<file path="src/rtl/clock_display_driver_pkg.sv">
// clock_display_driver_pkg: shared digit count, blank code, FSM states and 7-segment decode
package clock_display_driver_pkg;
  localparam int NUM_DIGITS = 6;
  localparam logic [6:0] SEG_BLANK = 7'h7F;
  // {g,f,e,d,c,b,a}, active-low, digits 0..9
  localparam logic [6:0] SEG_TABLE [10] = '{7'h40, 7'h79, 7'h24, 7'h30, 7'h19,
                                            7'h12, 7'h02, 7'h78, 7'h00, 7'h10};
  typedef enum logic [1:0] {ST_IDLE = 2'd0, ST_CONV = 2'd1, ST_COMMIT = 2'd2} state_e;
  function automatic logic [6:0] seg_decode(input logic [3:0] d);
    return d > 4'd9 ? SEG_BLANK : SEG_TABLE[d];
  endfunction
endpackage

</file>
<file path="src/rtl/clock_display_driver_bin_to_bcd_seq.sv">
// bin_to_bcd_seq: sequential double-dabble of a 6-bit value into two BCD digits over 6 cycles
// Ports: clk_i/reset_i (async, active-high); start_i loads bin_i and performs the first shift;
//   done_o is high once all six shift/add-3 steps are complete; tens_o/ones_o hold the result.
module bin_to_bcd_seq (
  input  logic       clk_i,
  input  logic       reset_i,
  input  logic       start_i,
  input  logic [5:0] bin_i,
  output logic       done_o,
  output logic [3:0] tens_o,
  output logic [3:0] ones_o
);
  logic [5:0] sr_q;
  logic [3:0] tens_q, ones_q, tens_adj, ones_adj;
  logic [2:0] cnt_q;
  assign tens_adj = tens_q >= 4'd5 ? tens_q + 4'd3 : tens_q;
  assign ones_adj = ones_q >= 4'd5 ? ones_q + 4'd3 : ones_q;
  assign done_o = cnt_q == 3'd6;
  assign tens_o = tens_q;
  assign ones_o = ones_q;
  // the first step needs no add-3 (BCD starts at zero), so it is folded into the load
  always_ff @(posedge clk_i or posedge reset_i) begin
    if (reset_i) begin
      sr_q <= '0;
      tens_q <= '0;
      ones_q <= '0;
      cnt_q <= '0;
    end else if (start_i) begin
      tens_q <= '0;
      ones_q <= {3'b000, bin_i[5]};
      sr_q <= {bin_i[4:0], 1'b0};
      cnt_q <= 3'd1;
    end else if (cnt_q != 3'd0 && cnt_q != 3'd6) begin
      {tens_q, ones_q, sr_q} <= {tens_adj[2:0], ones_adj, sr_q, 1'b0};
      cnt_q <= cnt_q + 3'd1;
    end
  end
endmodule

</file>
<file path="src/rtl/clock_display_driver.sv">
// clock_display_driver: latches a time, converts it to BCD and scans six active-low 7-segment digits
// Ports: clk_i/reset_i (async, active-high); hour_i/min_i/sec_i binary time sampled on load_i;
//   blink_i blinks the whole display; busy_o flags a conversion (load_i ignored);
//   an_o one-hot active-low anodes (bit0 = seconds ones); seg_o {g..a} and dp_o active-low.
module clock_display_driver #(
  parameter int SCAN_DIV      = 100_000,
  parameter int BLINK_DIV     = 250,
  parameter bit BLANK_LEADING = 1'b1
) (
  input  logic       clk_i,
  input  logic       reset_i,
  input  logic [4:0] hour_i,
  input  logic [5:0] min_i,
  input  logic [5:0] sec_i,
  input  logic       load_i,
  input  logic       blink_i,
  output logic       busy_o,
  output logic [5:0] an_o,
  output logic [6:0] seg_o,
  output logic       dp_o
);
  import clock_display_driver_pkg::*;
  localparam int SW = SCAN_DIV > 1 ? $clog2(SCAN_DIV) : 1;
  localparam int BW = BLINK_DIV > 1 ? $clog2(BLINK_DIV) : 1;
  state_e state_q;
  logic busy_q, cv_start, cv_done, tick, blank5, phase_q, dp_q, dp_d;
  logic [1:0] fld_q;
  logic [2:0] bit_q, idx_q;
  logic [5:0] sc_q, mn_q, hr_q, cv_bin, an_q, an_d;
  logic [7:0] sec_bcd_q, min_bcd_q;
  logic [3:0] cv_tens, cv_ones, dig;
  logic [3:0] disp_q [NUM_DIGITS];
  logic [SW-1:0] scan_q;
  logic [BW-1:0] blk_q;
  logic [6:0] seg_q, seg_d;
  // one converter serves sec, min, hour in turn; each field owns 6 CONV cycles
  assign cv_start = state_q == ST_CONV && bit_q == 3'd0;
  assign cv_bin = fld_q == 2'd0 ? sc_q : fld_q == 2'd1 ? mn_q : hr_q;
  bin_to_bcd_seq u_bcd (
    .clk_i  (clk_i),
    .reset_i(reset_i),
    .start_i(cv_start),
    .bin_i  (cv_bin),
    .done_o (cv_done),
    .tens_o (cv_tens),
    .ones_o (cv_ones)
  );
  // a field's result is still in the converter when the next field starts, so it is staged then
  always_ff @(posedge clk_i or posedge reset_i) begin
    if (reset_i) begin
      state_q <= ST_IDLE;
      busy_q <= 1'b0;
      fld_q <= '0;
      bit_q <= '0;
      sc_q <= '0;
      mn_q <= '0;
      hr_q <= '0;
      sec_bcd_q <= '0;
      min_bcd_q <= '0;
      disp_q <= '{default: 4'd0};
    end else begin
      case (state_q)
        ST_IDLE: if (load_i) begin
          sc_q <= sec_i;
          mn_q <= min_i;
          hr_q <= {1'b0, hour_i};
          fld_q <= '0;
          bit_q <= '0;
          busy_q <= 1'b1;
          state_q <= ST_CONV;
        end
        ST_CONV: begin
          if (cv_start && fld_q == 2'd1) sec_bcd_q <= {cv_tens, cv_ones};
          if (cv_start && fld_q == 2'd2) min_bcd_q <= {cv_tens, cv_ones};
          bit_q <= bit_q == 3'd5 ? 3'd0 : bit_q + 3'd1;
          fld_q <= bit_q == 3'd5 ? fld_q + 2'd1 : fld_q;
          state_q <= bit_q == 3'd5 && fld_q == 2'd2 ? ST_COMMIT : ST_CONV;
        end
        ST_COMMIT: begin
          if (cv_done) disp_q <= '{sec_bcd_q[3:0], sec_bcd_q[7:4], min_bcd_q[3:0],
                                   min_bcd_q[7:4], cv_ones, cv_tens};
          busy_q <= 1'b0;
          state_q <= ST_IDLE;
        end
        default: state_q <= ST_IDLE;
      endcase
    end
  end
  assign tick = scan_q == SW'(SCAN_DIV - 1);
  assign dig = disp_q[idx_q];
  assign blank5 = BLANK_LEADING && idx_q == 3'd5 && disp_q[5] == 4'd0;
  assign an_d = blank5 || !phase_q ? 6'h3F : ~(6'd1 << idx_q);
  assign seg_d = blank5 ? SEG_BLANK : seg_decode(dig);
  assign dp_d = !(idx_q == 3'd2 || idx_q == 3'd4);
  always_ff @(posedge clk_i or posedge reset_i) begin
    if (reset_i) begin
      scan_q <= '0;
      idx_q <= '0;
      blk_q <= '0;
      phase_q <= 1'b1;
      an_q <= 6'h3F;
      seg_q <= SEG_BLANK;
      dp_q <= 1'b1;
    end else begin
      scan_q <= tick ? '0 : scan_q + 1'b1;
      if (tick) idx_q <= idx_q == 3'd5 ? 3'd0 : idx_q + 3'd1;
      if (!blink_i) begin
        blk_q <= '0;
        phase_q <= 1'b1;
      end else if (tick) begin
        blk_q <= blk_q == BW'(BLINK_DIV - 1) ? '0 : blk_q + 1'b1;
        if (blk_q == BW'(BLINK_DIV - 1)) phase_q <= !phase_q;
      end
      an_q <= an_d;
      seg_q <= seg_d;
      dp_q <= dp_d;
    end
  end
  assign busy_o = busy_q;
  assign an_o = an_q;
  assign seg_o = seg_q;
  assign dp_o = dp_q;
endmodule

</file>
<file path="config.mk">
export PLATFORM = sky130hd
export DESIGN_NAME = clock_display_driver
export DESIGN_NICKNAME = d
export VERILOG_FILES = /design/src/rtl/clock_display_driver_pkg.sv /design/src/rtl/clock_display_driver_bin_to_bcd_seq.sv /design/src/rtl/clock_display_driver.sv
export SDC_FILE = /design/constraint.sdc
export NUM_CORES = 1
export LEC_CHECK = 0
export CORE_MARGIN = 2
export CORE_UTILIZATION = 50
export CTS_BUF_LIST = sky130_fd_sc_hd__clkbuf_8
export DETAILED_ROUTE_END_ITERATION = 10
export PLACE_DENSITY = 0.72
export SETUP_SLACK_MARGIN = 0.4
export SYNTH_ARGS = -nofsm -noshare
export SYNTH_HDL_FRONTEND = slang
export SYNTH_SLANG_ARGS = --single-unit
</file>
<file path="constraint.sdc">
create_clock -name clk_i -period 3.9 [get_ports clk_i]
set_input_delay 0.39 -clock clk_i [delete_from_list [all_inputs] [get_ports clk_i]]
set_output_delay 0.39 -clock clk_i [all_outputs]
set_load 0.05 [all_outputs]
</file>
==> flow_summary.html, run 1 <==
<table>
<tr><th>Metric</th><th>Value</th></tr>
<tr><th colspan="2">Place</th></tr>
<tr><td>Detailed Place HPWL</td><td>7.16 mm</td></tr>
<tr><td>Port Buffer Count</td><td>35</td></tr>
<tr><td>Placed standard-cell area</td><td>roughly 6300 um2</td></tr>
<tr><td>Placer's final routability congestion estimate</td><td>0.853</td></tr>
<tr><th colspan="2">Synthesis</th></tr>
<tr><td>Fraction of the yosys area taken by sequential cells</td><td>a little over half</td></tr>
<tr><td>Count of synthesis-stage warnings from yosys</td><td>0</td></tr>
<tr><td>Dominant cell type by area after synthesis</td><td>sky130_fd_sc_hd__dfrtp_1</td></tr>
<tr><td>Share of flip-flops with an asynchronous set or reset</td><td>100%</td></tr>
<tr><td>Total of flip-flops plus latches after synthesis</td><td>124</td></tr>
<tr><td>Total nets after synthesis</td><td>551</td></tr>
<tr><td>Count of flip-flops with a built-in enable after synthesis</td><td>0</td></tr>
<tr><td>Dominant synthesized flop cell</td><td>sky130_fd_sc_hd__dfrtp_1</td></tr>
<tr><td>Count of different cell masters after synthesis</td><td>52</td></tr>
<tr><td>Largest cells by area after synthesis</td><td>sky130_fd_sc_hd__dfrtp_1, sky130_fd_sc_hd__mux2_2, sky130_fd_sc_hd__dfstp_2</td></tr>
<tr><td>Yosys top cell area share</td><td>47.0%</td></tr>
<tr><td>Post-synthesis area per instance</td><td>11.4 um2</td></tr>
<tr><td>Post-synthesis cell area</td><td>5800 um2</td></tr>
<tr><td>Instance count of the mapped netlist</td><td>between 500 and 600</td></tr>
<tr><th colspan="2">CTS</th></tr>
<tr><td>Clock Tree Root</td><td>sky130_fd_sc_hd__clkbuf_8</td></tr>
<tr><td>Worst-path clk slew</td><td>0.07 ns</td></tr>
<tr><td>Clock latency of the later-clocked register in the worst-skew pair</td><td>0.44 ns</td></tr>
<tr><td>CTS tree</td><td>built</td></tr>
<tr><td>Number of H-tree levels</td><td>4</td></tr>
<tr><td>Clock buffer count from CTS</td><td>17</td></tr>
<tr><td>Number of clock sinks</td><td>124</td></tr>
<tr><td>Number of buffers inserted for hold repair after clock tree synthesis</td><td>0</td></tr>
<tr><td>Clock buffer depth</td><td>2</td></tr>
<tr><td>Number of gates resized after cts</td><td>0</td></tr>
<tr><td>Number of buffers inserted by post-CTS setup repair</td><td>0</td></tr>
<tr><th colspan="2">Setup path</th></tr>
<tr><td>Reg-to-Reg End</td><td>seg_o[0]</td></tr>
<tr><td>Data arrival time of the worst path</td><td>3.27 ns</td></tr>
<tr><td>Cell at the slowest stage of the critical path</td><td>sky130_fd_sc_hd__dfrtp_1</td></tr>
<tr><td>Critical path start-end classification</td><td>flop to flop</td></tr>
<tr><td>Critical path peak fanout</td><td>21</td></tr>
<tr><td>Type of destination of the critical path</td><td>flop</td></tr>
<tr><td>Path depth of the worst reg2reg path</td><td>8</td></tr>
<tr><td>Critical Path Max Stage Delay</td><td>a little under 0.9 ns</td></tr>
<tr><td>Cell chain of the critical path</td><td>mux2_2 &gt; a21oi_1 &gt; inv_1 &gt; ha_1 &gt; nor2_1 &gt; nor3_1 &gt; o21ai_0 &gt; a311o_1</td></tr>
<tr><td>Reg-to-reg startpoint</td><td>idx_q[0]</td></tr>
<tr><td>Reg-to-reg slack, setup</td><td>roughly 1.0 ns</td></tr>
<tr><td>Required time reported for the critical path endpoint</td><td>4.28 ns</td></tr>
<tr><td>Type of element launching the critical path</td><td>flop</td></tr>
<tr><th colspan="2">Floorplanning</th></tr>
<tr><td># rows</td><td>39</td></tr>
<tr><td>Area inside the core boundary</td><td>11400 um2</td></tr>
<tr><td>Overall die area</td><td>~12000 um2</td></tr>
<tr><td>Top-level port count</td><td>36</td></tr>
<tr><td>Initial standard-cell utilization of the core</td><td>51.0%</td></tr>
<tr><td>Width of the chip</td><td>roughly 110 um</td></tr>
<tr><td>Height of the die</td><td>112 um</td></tr>
<tr><th colspan="2">Finish</th></tr>
<tr><td>FF/Latch Area</td><td>approximately 3100 um2</td></tr>
<tr><td>Multi-input logic area</td><td>about 2500 um2</td></tr>
<tr><td>Synthesis-to-finish area growth</td><td>16.1%</td></tr>
<tr><td>N_diodes</td><td>0</td></tr>
<tr><td>Core utilization of the finished layout</td><td>59.3%</td></tr>
<tr><td>Nets</td><td>591</td></tr>
<tr><td>Fraction of final layout cells sized beyond drive strength 1</td><td>19.7%</td></tr>
<tr><td>Finished Cell Area</td><td>6740 um2</td></tr>
<tr><td>FILL cells</td><td>972</td></tr>
<tr><th colspan="2">STA</th></tr>
<tr><td>Final clock skew</td><td>about 0.011 ns</td></tr>
<tr><td>Setup violation total in the final timing report</td><td>0</td></tr>
<tr><td>Setup repair after global routing missed its margin</td><td>false</td></tr>
<tr><td>Number of slew-limit violations in the final report</td><td>0</td></tr>
<tr><td>Transition time at the pin with the least slew margin</td><td>1.01 ns</td></tr>
<tr><td>Period utilisation layout</td><td>between 70 and 80%</td></tr>
<tr><td>Worst slew margin relative to its limit</td><td>32.4%</td></tr>
<tr><td>Clock period minus worst slack</td><td>2.90 ns</td></tr>
<tr><td>Worst slack on hold paths</td><td>0.481 ns</td></tr>
<tr><td>Hold violation total from the final report</td><td>0</td></tr>
<tr><td>Total Negative Setup Slacks</td><td>0 ns</td></tr>
<tr><td>Maximum clock frequency</td><td>0.345 GHz</td></tr>
<tr><th colspan="2">GRT</th></tr>
<tr><td>Number of global-route vias before repair</td><td>3878</td></tr>
<tr><td>Number of antenna violations at the first check in global routing</td><td>0</td></tr>
<tr><td>Global Route Usage Sum</td><td>~18%</td></tr>
<tr><td>Largest net degree at the start of global routing</td><td>50</td></tr>
<tr><td>Total gr overflow</td><td>0</td></tr>
<tr><td>Wire length of the first global-routing pass</td><td>~18 mm</td></tr>
<tr><th colspan="2">Power and ir drop</th></tr>
<tr><td>Largest voltage drop on the vdd net</td><td>0.430 mV</td></tr>
<tr><td>Final Power</td><td>3.88 mW</td></tr>
<tr><td>Static leakage</td><td>a little over 3 nW</td></tr>
<tr><td>Power per unit of standard cell area</td><td>575 nW/um2</td></tr>
<tr><th colspan="2">Routing</th></tr>
<tr><td>Post-DR vias/cell</td><td>~5.3</td></tr>
<tr><td>Routed via count</td><td>3780</td></tr>
<tr><td>Detailed Route WL</td><td>10.3 mm</td></tr>
<tr><td>Detailed Routing Iterations Pass 1</td><td>4</td></tr>
<tr><td>Post-detailed-route DRC marker count</td><td>0</td></tr>
<tr><td>Remaining antenna violation count</td><td>0</td></tr>
<tr><td>Final routed wire length divided by cell count</td><td>14.5 um</td></tr>
<tr><td>Iteration-0 DRC Markers</td><td>174</td></tr>
<tr><th colspan="2">Min path</th></tr>
<tr><td>HP Start</td><td>sec_bcd_q[1]</td></tr>
<tr><td>Worst hold path depth</td><td>2</td></tr>
<tr><td>End point of the most critical hold path</td><td>sec_bcd_q[1]</td></tr>
<tr><td>Hold WC Path Type</td><td>flop to flop</td></tr>
<tr><th colspan="2">Job</th></tr>
<tr><td>Max cap viols</td><td>0</td></tr>
<tr><th colspan="2">Run status</th></tr>
<tr><td>Outcome</td><td>finished clean</td></tr>
</table>
[metal layers]
metal	global-route usage (%)	vias to the layer above	wire length, um
li1	-	1854	-
met1	23.1	1848	4750
met2	30.0	67	5000
met3	5.12	11	373
met4	7.00	0	151
met5	0	-	0
[cells in the final DEF, fill, tap and decap left out, drive strengths merged, types with 21 or more instances in the layout]
master	instances
nand2	53
clkdlybuf4s50	35
dfrtp	109
mux2i	25
nor2	35
inv	21
mux2	50
o21ai	30
[how the worst max path moves through the flow]
stage,cells after the start,slack [ns],endpoint,from
6_report,8,1.00,seg_o[0],idx_q[0]
3_5_place_dp,8,1.10,seg_o[0],idx_q[0]
5_1_grt,8,0.70,seg_o[0],idx_q[0]
3_3_place_gp,8,1.27,seg_o[0],idx_q[0]
2_1_floorplan,11,1.64,seg_o[0],idx_q[0]
4_1_cts,8,1.06,seg_o[0],idx_q[0]
[registers in the layout, summed over array words and instances, names as in the netlist, 7 cells and up]
name       count
sec_bcd_q      8
blk_q          8
min_bcd_q      8
seg_o          7
disp_q        24
scan_q        17
[kinds of logic (layout without fill, tap and decap cells)]
group,after synthesis,count (layout),share of synthesized area (%)
AOI/OAI and AO/OA,78,78,8.04
and+or+nand+nor,156,156,14.0
muxes,75,75,14.0
DFF,124,124,53.8
buffers and inverters,37,90,2.67
adders and majority gates,19,19,4.10
xor gates and xnor gates,22,22,3.32
[final cells by class]
cell class	count	area share, %
Sequential cell	124	46.3
Inverter	17	1.00
Clock buffer	19	3.88
Timing Repair Buffer	41	6.05
Multi-Input combinational cell	350	37.7
Clock inverter	13	2.34
Tap cell	143	2.66
[critical path, delay by kind of cell (launching register included)]
family	cells	cell delay [ns]
DFF	1	0.88
buffers and inverters	1	0.13
adders and majority gates	1	0.25
and+or+nand+nor	2	0.27
AOI/OAI and AO/OA	3	0.88
muxes	1	0.42
[stage by stage]
stage	setup slack, ns	std cells
finish	1.00	707
global placement	1.27	675
CTS	1.06	707
detailed placement	1.10	675
global route	0.697	707
floorplan	1.64	511
[report_power, final]
group	leakage (nW)	internal [mW]	switching, mW
registers	1.58	1.55	0.188
clock network	0.233	0.713	0.472
logic	1.26	0.452	0.502
total	3.08	2.71	1.16
[cell usage after synthesis, types with 3 or more instances]
cell type and instances:
sky130_fd_sc_hd__xor2_1 10, sky130_fd_sc_hd__clkbuf_1 11, sky130_fd_sc_hd__o21ai_0 30, sky130_fd_sc_hd__inv_1 17, sky130_fd_sc_hd__nand3_1 15, sky130_fd_sc_hd__xnor2_1 12, sky130_fd_sc_hd__and4_1 3, sky130_fd_sc_hd__o22ai_1 4
sky130_fd_sc_hd__buf_2 7, sky130_fd_sc_hd__nand4_1 6, sky130_fd_sc_hd__dfrtp_1 109, sky130_fd_sc_hd__a21oi_1 19, sky130_fd_sc_hd__and2_1 3, sky130_fd_sc_hd__nand2b_1 9, sky130_fd_sc_hd__nor2b_1 5, sky130_fd_sc_hd__nor3_1 4
sky130_fd_sc_hd__ha_1 19, sky130_fd_sc_hd__nor2_1 34, sky130_fd_sc_hd__nand2_1 53, sky130_fd_sc_hd__dfstp_2 15, sky130_fd_sc_hd__a21boi_0 4, sky130_fd_sc_hd__nor3b_1 3, sky130_fd_sc_hd__mux2i_1 25, sky130_fd_sc_hd__mux2_2 50
sky130_fd_sc_hd__a21o_1 4
Power figures use the tool's default switching activity.
==> run 2, diff against run 1 <==
- clock period: 3.9 -> 2.5 ns (I/O delays scaled with it)
==> flow_summary.html, run 2 (synthesis results as in run 1) <==
<table>
<tr><th>Metric</th><th>Value</th></tr>
<tr><th colspan="2">Setup path</th></tr>
<tr><td>Reg-to-Reg End</td><td>seg_o[3]</td></tr>
<tr><td>Start point of the critical path</td><td>idx_q[0]</td></tr>
<tr><td>End of the critical path</td><td>seg_o[3]</td></tr>
<tr><td>Critical Path Max Stage Delay</td><td>0.54 ns (-0.34 ns)</td></tr>
<tr><td>WP depth</td><td>8 (unchanged)</td></tr>
<tr><td>Kind of cell adding the most delay to the critical path</td><td>compound AO/OA/AOI/OAI gates</td></tr>
<tr><td>Combined buffer and inverter count along the critical path</td><td>0 (-1)</td></tr>
<tr><td>Type of element launching the critical path</td><td>flop</td></tr>
<tr><td>Reg-to-reg slack, setup</td><td>0.37 ns (-0.63 ns)</td></tr>
<tr><td>Critical path start-end classification</td><td>flop to flop</td></tr>
<tr><td>Type of destination of the critical path</td><td>flop</td></tr>
<tr><td>Critical path peak fanout</td><td>8 (-62%)</td></tr>
<tr><td>Path depth of the worst reg2reg path</td><td>8 (unchanged)</td></tr>
<tr><td>Reg-to-reg startpoint</td><td>idx_q[0]</td></tr>
<tr><td>Data arrival time of the worst path</td><td>2.48 ns (-0.79 ns)</td></tr>
<tr><td>Required time reported for the critical path endpoint</td><td>2.86 ns (-1.42 ns)</td></tr>
<tr><td>Cell chain of the critical path</td><td>mux2i_2 &gt; o22ai_2 &gt; a21oi_4 &gt; ha_4 &gt; nor2_4 &gt; nor3_2 &gt; o21ai_2 &gt; a311o_1</td></tr>
<tr><td>Cell at the slowest stage of the critical path</td><td>sky130_fd_sc_hd__dfrtp_2</td></tr>
<tr><th colspan="2">GRT</th></tr>
<tr><td>Total gr overflow</td><td>0 (unchanged)</td></tr>
<tr><td>Largest net degree at the start of global routing</td><td>51 (+2.0%)</td></tr>
<tr><td>Number of global-route vias before repair</td><td>4029 (+3.9%)</td></tr>
<tr><td>Global Route Usage Sum</td><td>19.0% (+0.79 points)</td></tr>
<tr><td>Number of antenna violations at the first check in global routing</td><td>0 (unchanged)</td></tr>
<tr><td>Wire length of the first global-routing pass</td><td>18.9 mm (+3.8%)</td></tr>
<tr><th colspan="2">Job</th></tr>
<tr><td>Max cap viols</td><td>0 (unchanged)</td></tr>
<tr><th colspan="2">Power and ir drop</th></tr>
<tr><td>Part of the power in combinational logic</td><td>25.9% (+1.3 points)</td></tr>
<tr><td>Internal power</td><td>3.91 mW (+44%)</td></tr>
<tr><td>Fraction of power consumed by the clock network</td><td>27.0% (-3.6 points)</td></tr>
<tr><td>Final Power</td><td>5.75 mW (+48%)</td></tr>
<tr><td>Static leakage</td><td>3.07 nW (about the same)</td></tr>
<tr><td>Power per unit of standard cell area</td><td>837 nW/um2 (+45%)</td></tr>
<tr><td>Switch share</td><td>31.9% (+2.0 points)</td></tr>
<tr><td>Net switching component of the power</td><td>1.83 mW (+58%)</td></tr>
<tr><td>Largest voltage drop on the vdd net</td><td>0.658 mV (+53%)</td></tr>
<tr><td>Part of the total power dissipated in sequential elements</td><td>47.1% (+2.3 points)</td></tr>
<tr><th colspan="2">Floorplanning</th></tr>
<tr><td>Initial standard-cell utilization of the core</td><td>51.0% (unchanged)</td></tr>
<tr><td>Top-level port count</td><td>36 (unchanged)</td></tr>
<tr><td>Overall die area</td><td>12500 um2 (unchanged)</td></tr>
<tr><td>Area inside the core boundary</td><td>11400 um2 (unchanged)</td></tr>
<tr><td>Width of the chip</td><td>112 um (unchanged)</td></tr>
<tr><td># rows</td><td>39 (unchanged)</td></tr>
<tr><td>Height of the die</td><td>112 um (unchanged)</td></tr>
<tr><th colspan="2">Finish</th></tr>
<tr><td>Finished Cell Area</td><td>6870 um2 (+1.9%)</td></tr>
<tr><td>N_diodes</td><td>0 (unchanged)</td></tr>
<tr><td>Max reg flops</td><td>24 (unchanged)</td></tr>
<tr><td>Highest-count cells in the layout ignoring fill and taps</td><td>sky130_fd_sc_hd__dfrtp_1, sky130_fd_sc_hd__nand2_1, sky130_fd_sc_hd__mux2_2</td></tr>
<tr><td>Largest registers in the final layout</td><td>disp_q: 24 flops, scan_q: 17 flops</td></tr>
<tr><td>Final standard cell count with taps included and fillers excluded</td><td>714 (+0.99%)</td></tr>
<tr><td>Nets</td><td>598 (+1.2%)</td></tr>
<tr><td>Largest register by flop count</td><td>disp_q</td></tr>
<tr><td>Core utilization of the finished layout</td><td>60.4% (+1.1 points)</td></tr>
<tr><td>Commonest non-fill, non-tap cell in the layout</td><td>sky130_fd_sc_hd__dfrtp_1</td></tr>
<tr><td>Fraction of final layout cells sized beyond drive strength 1</td><td>24.9% (+5.2 points)</td></tr>
<tr><td>Synthesis-to-finish area growth</td><td>18.3%</td></tr>
<tr><th colspan="2">CTS</th></tr>
<tr><td>CTS tree</td><td>built</td></tr>
<tr><td>Clock latency of the later-clocked register in the worst-skew pair</td><td>0.43 ns (about the same)</td></tr>
<tr><td>Number of H-tree levels</td><td>4 (unchanged)</td></tr>
<tr><td>Number of buffers inserted for hold repair after clock tree synthesis</td><td>0 (unchanged)</td></tr>
<tr><td>Clock Tree Root</td><td>sky130_fd_sc_hd__clkbuf_8</td></tr>
<tr><td>Clock buffer count from CTS</td><td>17 (unchanged)</td></tr>
<tr><td>Number of clock sinks</td><td>124 (unchanged)</td></tr>
<tr><td>Clock buffer depth</td><td>2 (unchanged)</td></tr>
<tr><td>Worst-path clk slew</td><td>0.07 ns (about the same)</td></tr>
<tr><th colspan="2">Routing</th></tr>
<tr><td>Detailed Route WL</td><td>10.8 mm (+5.1%)</td></tr>
<tr><td>Post-DR vias/cell</td><td>5.43 (+1.6%)</td></tr>
<tr><td>Final routed wire length divided by cell count</td><td>15.1 um (+4.0%)</td></tr>
<tr><td>Remaining antenna violation count</td><td>0 (unchanged)</td></tr>
<tr><td>Iteration-0 DRC Markers</td><td>171 (-1.7%)</td></tr>
<tr><td>Detailed Routing Iterations Pass 1</td><td>4 (unchanged)</td></tr>
<tr><td>Post-detailed-route DRC marker count</td><td>0 (unchanged)</td></tr>
<tr><td>Routed via count</td><td>3879 (+2.6%)</td></tr>
<tr><th colspan="2">Place</th></tr>
<tr><td>Placer's final routability congestion estimate</td><td>0.917 (+7.6%)</td></tr>
<tr><td>Pre-CTS setup slack</td><td>0.305 ns (-0.791 ns)</td></tr>
<tr><td>Port Buffer Count</td><td>35 (unchanged)</td></tr>
<tr><td>Count of placed standard cells including taps</td><td>680 (+0.74%)</td></tr>
<tr><td>Detailed Place HPWL</td><td>7.48 mm (+4.4%)</td></tr>
<tr><td>Placed standard-cell area</td><td>6370 um2 (+0.77%)</td></tr>
<tr><th colspan="2">STA</th></tr>
<tr><td>Number of slew-limit violations in the final report</td><td>0 (unchanged)</td></tr>
<tr><td>Setup repair after global routing missed its margin</td><td>true</td></tr>
<tr><td>Setup violation total in the final timing report</td><td>0 (unchanged)</td></tr>
<tr><td>Final Worst Setup Slack</td><td>0.373 ns (-0.629 ns)</td></tr>
<tr><td>Worst slack on hold paths</td><td>0.311 ns (-0.170 ns)</td></tr>
<tr><td>Final clock skew</td><td>0.0104 ns (-0.000345 ns)</td></tr>
<tr><td>Total Negative Setup Slacks</td><td>0 ns (unchanged)</td></tr>
<tr><td>Transition time at the pin with the least slew margin</td><td>0.756 ns (-0.255 ns)</td></tr>
<tr><td>Maximum clock frequency</td><td>0.470 GHz (+36%)</td></tr>
<tr><td>Hold violation total from the final report</td><td>0 (unchanged)</td></tr>
<tr><td>Clock period minus worst slack</td><td>2.13 ns (-0.771 ns)</td></tr>
<tr><td>Worst slew margin relative to its limit</td><td>49.5% (+17 points)</td></tr>
<tr><td>Period utilisation layout</td><td>85.1% (+11 points)</td></tr>
<tr><th colspan="2">Min path</th></tr>
<tr><td>Hold WC Path Type</td><td>input pin to async pin</td></tr>
<tr><th colspan="2">Run status</th></tr>
<tr><td>Outcome</td><td>finished clean</td></tr>
</table>
[run 2: cell count changes in the layout (fill, tap and decap cells not counted), sizes merged]
cell      previous run  this run
buf                  6        13
bufinv               4         0
clkbuf              19        21
clkinv               4         7
clkinvlp             1         5
inv                 21        16
[run 2: what timing repair did]
action	CTS	global route
buffers inserted	0	2
pin swaps	0	7
resized for setup	5	22
setup endpoints to repair	4	4
[run 2: area by class of cell]
cell class	instances	area [um2]
tap	143	179
timing repair buffer	48	473
multi-input combinational	350	2660
clock buffer	21	289
fill	956	4500
sequential	124	3120
inverter	17	67.6
clock inverter	11	68.8
[run 2: worst min path at each step]
stage / slack (ns) / depth (start not counted) / startpoint / endpoint
5_1_grt: 0.33 / 2 / reset_i / blk_q[0]
4_1_cts: 0.30 / 2 / reset_i / disp_q[13]
3_5_place_dp: 0.47 / 2 / sec_bcd_q[5] / sec_bcd_q[5]
6_report: 0.31 / 2 / reset_i / disp_q[12]
3_3_place_gp: 0.46 / 2 / min_bcd_q[5] / min_bcd_q[5]
2_1_floorplan: 0.40 / 1 / hour_i[0] / hr_q[0]
[run 2: layer usage]
metal  vias up  track usage, %  part of all wire, %
met4         0            7.74                  2.1
met1      1899            24.0                   44
met3        20            5.93                  3.4
li1       1889               -                    -
met5         -               0                    0
met2        71            30.8                   50
[run 2: power groups by stage]
| stage | combinational (mW) | clock, mW | sequential, mW |
|---|---|---|---|
| finish | 1.49 | 1.55 | 2.70 |
| global route | 1.71 | 1.70 | 2.76 |
| CTS | 1.51 | 1.60 | 2.71 |
| detailed placement | 1.50 | 0 | 2.74 |
| global placement | 1.44 | 0 | 2.71 |
| floorplan | 1.18 | 0 | 2.66 |
==> run 3, diff against run 2 <==
- CORE_MARGIN: 2 -> unset
- CORE_UTILIZATION: 50 -> 30
- PLACE_DENSITY: 0.72 -> unset
==> flow_summary.html, run 3 (synthesis results as in run 1) <==
<table>
<tr><th>Metric</th><th>Value</th></tr>
<tr><th colspan="2">Power and ir drop</th></tr>
<tr><td>Part of the total power dissipated in sequential elements</td><td>45.0% (-2.1 points)</td></tr>
<tr><td>Fraction of power consumed by the clock network</td><td>30.2% (+3.2 points)</td></tr>
<tr><td>Part of the power in combinational logic</td><td>24.8% (-1.1 points)</td></tr>
<tr><td>Static leakage</td><td>3.16 nW (+2.7%)</td></tr>
<tr><td>Final Power</td><td>6.02 mW (+4.7%)</td></tr>
<tr><td>Internal power</td><td>4.16 mW (+6.3%)</td></tr>
<tr><td>Net switching component of the power</td><td>1.86 mW (+1.3%)</td></tr>
<tr><td>Largest voltage drop on the vdd net</td><td>0.481 mV (-27%)</td></tr>
<tr><td>Power per unit of standard cell area</td><td>845 nW/um2 (+0.98%)</td></tr>
<tr><td>Switch share</td><td>30.9% (-1.1 points)</td></tr>
<tr><th colspan="2">Run status</th></tr>
<tr><td>Outcome</td><td>finished clean</td></tr>
<tr><th colspan="2">Routing</th></tr>
<tr><td>Post-DR vias/cell</td><td>4.66 (-14%)</td></tr>
<tr><td>Detailed Route WL</td><td>11.2 mm (+3.6%)</td></tr>
<tr><td>Post-detailed-route DRC marker count</td><td>0 (unchanged)</td></tr>
<tr><td>Routed via count</td><td>3925 (+1.2%)</td></tr>
<tr><td>Iteration-0 DRC Markers</td><td>181 (+5.8%)</td></tr>
<tr><td>Detailed Routing Iterations Pass 1</td><td>6 (+2)</td></tr>
<tr><td>Remaining antenna violation count</td><td>0 (unchanged)</td></tr>
<tr><td>Final routed wire length divided by cell count</td><td>13.3 um (-12%)</td></tr>
<tr><th colspan="2">STA</th></tr>
<tr><td>Setup violation total in the final timing report</td><td>0 (unchanged)</td></tr>
<tr><td>Worst slack on hold paths</td><td>0.184 ns (-0.127 ns)</td></tr>
<tr><td>Final clock skew</td><td>0.0111 ns (+0.000689 ns)</td></tr>
<tr><td>Setup repair after global routing missed its margin</td><td>true</td></tr>
<tr><td>Clock period minus worst slack</td><td>2.06 ns (-0.0635 ns)</td></tr>
<tr><td>Final Worst Setup Slack</td><td>0.437 ns (+0.0635 ns)</td></tr>
<tr><td>Total Negative Setup Slacks</td><td>0 ns (unchanged)</td></tr>
<tr><td>Hold violation total from the final report</td><td>0 (unchanged)</td></tr>
<tr><td>Period utilisation layout</td><td>82.5% (-2.5 points)</td></tr>
<tr><td>Worst slew margin relative to its limit</td><td>65.5% (+16 points)</td></tr>
<tr><td>Maximum clock frequency</td><td>0.485 GHz (+3.1%)</td></tr>
<tr><td>Number of slew-limit violations in the final report</td><td>0 (unchanged)</td></tr>
<tr><td>Transition time at the pin with the least slew margin</td><td>0.516 ns (-0.240 ns)</td></tr>
<tr><th colspan="2">Setup path</th></tr>
<tr><td>Kind of cell adding the most delay to the critical path</td><td>compound AO/OA/AOI/OAI gates</td></tr>
<tr><td>Critical Path Max Stage Delay</td><td>0.41 ns (-0.13 ns)</td></tr>
<tr><td>Type of destination of the critical path</td><td>flop</td></tr>
<tr><td>Critical path start-end classification</td><td>flop to flop</td></tr>
<tr><td>Cell chain of the critical path</td><td>buf_6 &gt; mux2i_2 &gt; o22ai_2 &gt; a21oi_4 &gt; buf_4 &gt; buf_4 &gt; inv_1 &gt; ha_1 &gt; nor3b_1 &gt; a41oi_1</td></tr>
<tr><td>Required time reported for the critical path endpoint</td><td>2.86 ns (about the same)</td></tr>
<tr><td>Most frequent cell on the critical path</td><td>sky130_fd_sc_hd__buf_4</td></tr>
<tr><td>Type of element launching the critical path</td><td>flop</td></tr>
<tr><td>Combined buffer and inverter count along the critical path</td><td>4 (+4)</td></tr>
<tr><td>Critical path peak fanout</td><td>4 (-4)</td></tr>
<tr><td>Cell at the slowest stage of the critical path</td><td>sky130_fd_sc_hd__dfrtp_2</td></tr>
<tr><td>Data arrival time of the worst path</td><td>2.43 ns (-0.05 ns)</td></tr>
<tr><th colspan="2">Place</th></tr>
<tr><td>Placed standard-cell area</td><td>6520 um2 (+2.4%)</td></tr>
<tr><td>Detailed Place HPWL</td><td>7.80 mm (+4.3%)</td></tr>
<tr><td>Pre-CTS setup slack</td><td>0.227 ns (-0.0778 ns)</td></tr>
<tr><td>Count of placed standard cells including taps</td><td>798 (+17%)</td></tr>
<tr><td>Port Buffer Count</td><td>35 (unchanged)</td></tr>
<tr><td>Placer's final routability congestion estimate</td><td>0.837 (-8.7%)</td></tr>
<tr><th colspan="2">GRT</th></tr>
<tr><td>Largest net degree at the start of global routing</td><td>49 (-3.9%)</td></tr>
<tr><td>Global Route Usage Sum</td><td>12.4% (-6.6 points)</td></tr>
<tr><td>Number of antenna violations at the first check in global routing</td><td>0 (unchanged)</td></tr>
<tr><td>Total gr overflow</td><td>0 (unchanged)</td></tr>
<tr><td>Number of global-route vias before repair</td><td>4013 (-0.40%)</td></tr>
<tr><td>Wire length of the first global-routing pass</td><td>19.4 mm (+2.7%)</td></tr>
<tr><th colspan="2">Finish</th></tr>
<tr><td>Largest register by flop count</td><td>disp_q</td></tr>
<tr><td>Commonest non-fill, non-tap cell in the layout</td><td>sky130_fd_sc_hd__dfrtp_1</td></tr>
<tr><td>Largest registers in the final layout</td><td>disp_q: 24 flops, scan_q: 17 flops</td></tr>
<tr><td>Finished Cell Area</td><td>7120 um2 (+3.7%)</td></tr>
<tr><td>Core utilization of the finished layout</td><td>37.8% (-23 points)</td></tr>
<tr><td>N_diodes</td><td>0 (unchanged)</td></tr>
<tr><td>FILL cells</td><td>1793 (+88%)</td></tr>
<tr><td>Final standard cell count with taps included and fillers excluded</td><td>843 (+18%)</td></tr>
<tr><td>Synthesis-to-finish area growth</td><td>22.7%</td></tr>
<tr><td>Fraction of final layout cells sized beyond drive strength 1</td><td>26.4% (+1.5 points)</td></tr>
<tr><td>Nets</td><td>610 (+2.0%)</td></tr>
<tr><td>Highest-count cells in the layout ignoring fill and taps</td><td>sky130_fd_sc_hd__dfrtp_1, sky130_fd_sc_hd__nand2_1, sky130_fd_sc_hd__mux2_2</td></tr>
<tr><td>Max reg flops</td><td>24 (unchanged)</td></tr>
<tr><th colspan="2">CTS</th></tr>
<tr><td>CTS tree</td><td>built</td></tr>
<tr><td>Clock buffer count from CTS</td><td>17 (unchanged)</td></tr>
<tr><td>Number of buffers inserted for hold repair after clock tree synthesis</td><td>0 (unchanged)</td></tr>
<tr><td>Clock buffer depth</td><td>2 (unchanged)</td></tr>
<tr><td>Clock latency of the later-clocked register in the worst-skew pair</td><td>0.44 ns (about the same)</td></tr>
<tr><td>Number of H-tree levels</td><td>4 (unchanged)</td></tr>
<tr><td>Worst-path clk slew</td><td>0.07 ns (about the same)</td></tr>
<tr><td>Clock Tree Root</td><td>sky130_fd_sc_hd__clkbuf_8</td></tr>
<tr><td>Number of clock sinks</td><td>124 (unchanged)</td></tr>
<tr><th colspan="2">Floorplanning</th></tr>
<tr><td>Area inside the core boundary</td><td>18800 um2 (+66%)</td></tr>
<tr><td>Initial standard-cell utilization of the core</td><td>30.8% (-20 points)</td></tr>
<tr><td>Top-level port count</td><td>36 (unchanged)</td></tr>
<tr><td>Width of the chip</td><td>141 um (+26%)</td></tr>
<tr><td>Height of the die</td><td>141 um (+26%)</td></tr>
<tr><td># rows</td><td>50 (+28%)</td></tr>
<tr><td>Overall die area</td><td>19900 um2 (+59%)</td></tr>
<tr><th colspan="2">Min path</th></tr>
<tr><td>Hold WC Path Type</td><td>input pin to async pin</td></tr>
<tr><th colspan="2">Job</th></tr>
<tr><td>Max cap viols</td><td>0 (unchanged)</td></tr>
</table>
[run 3: layout make-up]
cell class,instances,area [um2],area share (%)
tap,260,325,4.57
inverter,17,67.6,0.949
multi-input combinational,350,2610,36.7
clock inverter,13,148,2.07
timing repair buffer,60,579,8.14
clock buffer,19,262,3.67
sequential,124,3120,43.9
[run 3: power by group through the flow]
| stage | sequential, mW | combinational [mW] | clock, mW |
|---|---|---|---|
| after floorplan | 2.66 | 1.18 | 0 |
| after global placement | 2.72 | 1.45 | 0 |
| after detailed placement | 2.75 | 1.51 | 0 |
| after CTS | 2.71 | 1.52 | 1.88 |
| after global routing | 2.77 | 1.69 | 1.97 |
| final | 2.71 | 1.49 | 1.82 |
[run 3: path summary, 6_finish.rpt]
kind	start	endpoint	slack [ns]	depth (start not counted)
setup / recovery	idx_q[0]	seg_o[4]	0.44	10
hold / removal	reset_i	disp_q[0]	0.18	2
setup reg to reg	idx_q[0]	seg_o[4]	0.44	10
hold reg to reg	sec_bcd_q[4]	sec_bcd_q[4]	0.49	2
max in group asynchronous	reset_i	sc_q[0]	1.58	4
min in group clk_i	min_i[1]	mn_q[1]	0.41	2
[run 3: routing by layer]
| metal | up-vias | routed length (um) | GRT usage, % | share of wire [%] |
|---|---|---|---|---|
| li1 | 1898 | - | - | - |
| met1 | 1938 | 5280 | 15.8 | 47 |
| met2 | 76 | 5320 | 19.4 | 48 |
| met3 | 13 | 443 | 4.11 | 4.0 |
| met4 | 0 | 137 | 5.09 | 1.2 |
| met5 | - | 0 | 0 | 0 |
[run 3: what timing repair did]
item,in CTS,in global routing
setup endpoints to repair,6,6
pin swaps,1,3
resized for setup,6,17
buffers inserted,10,3
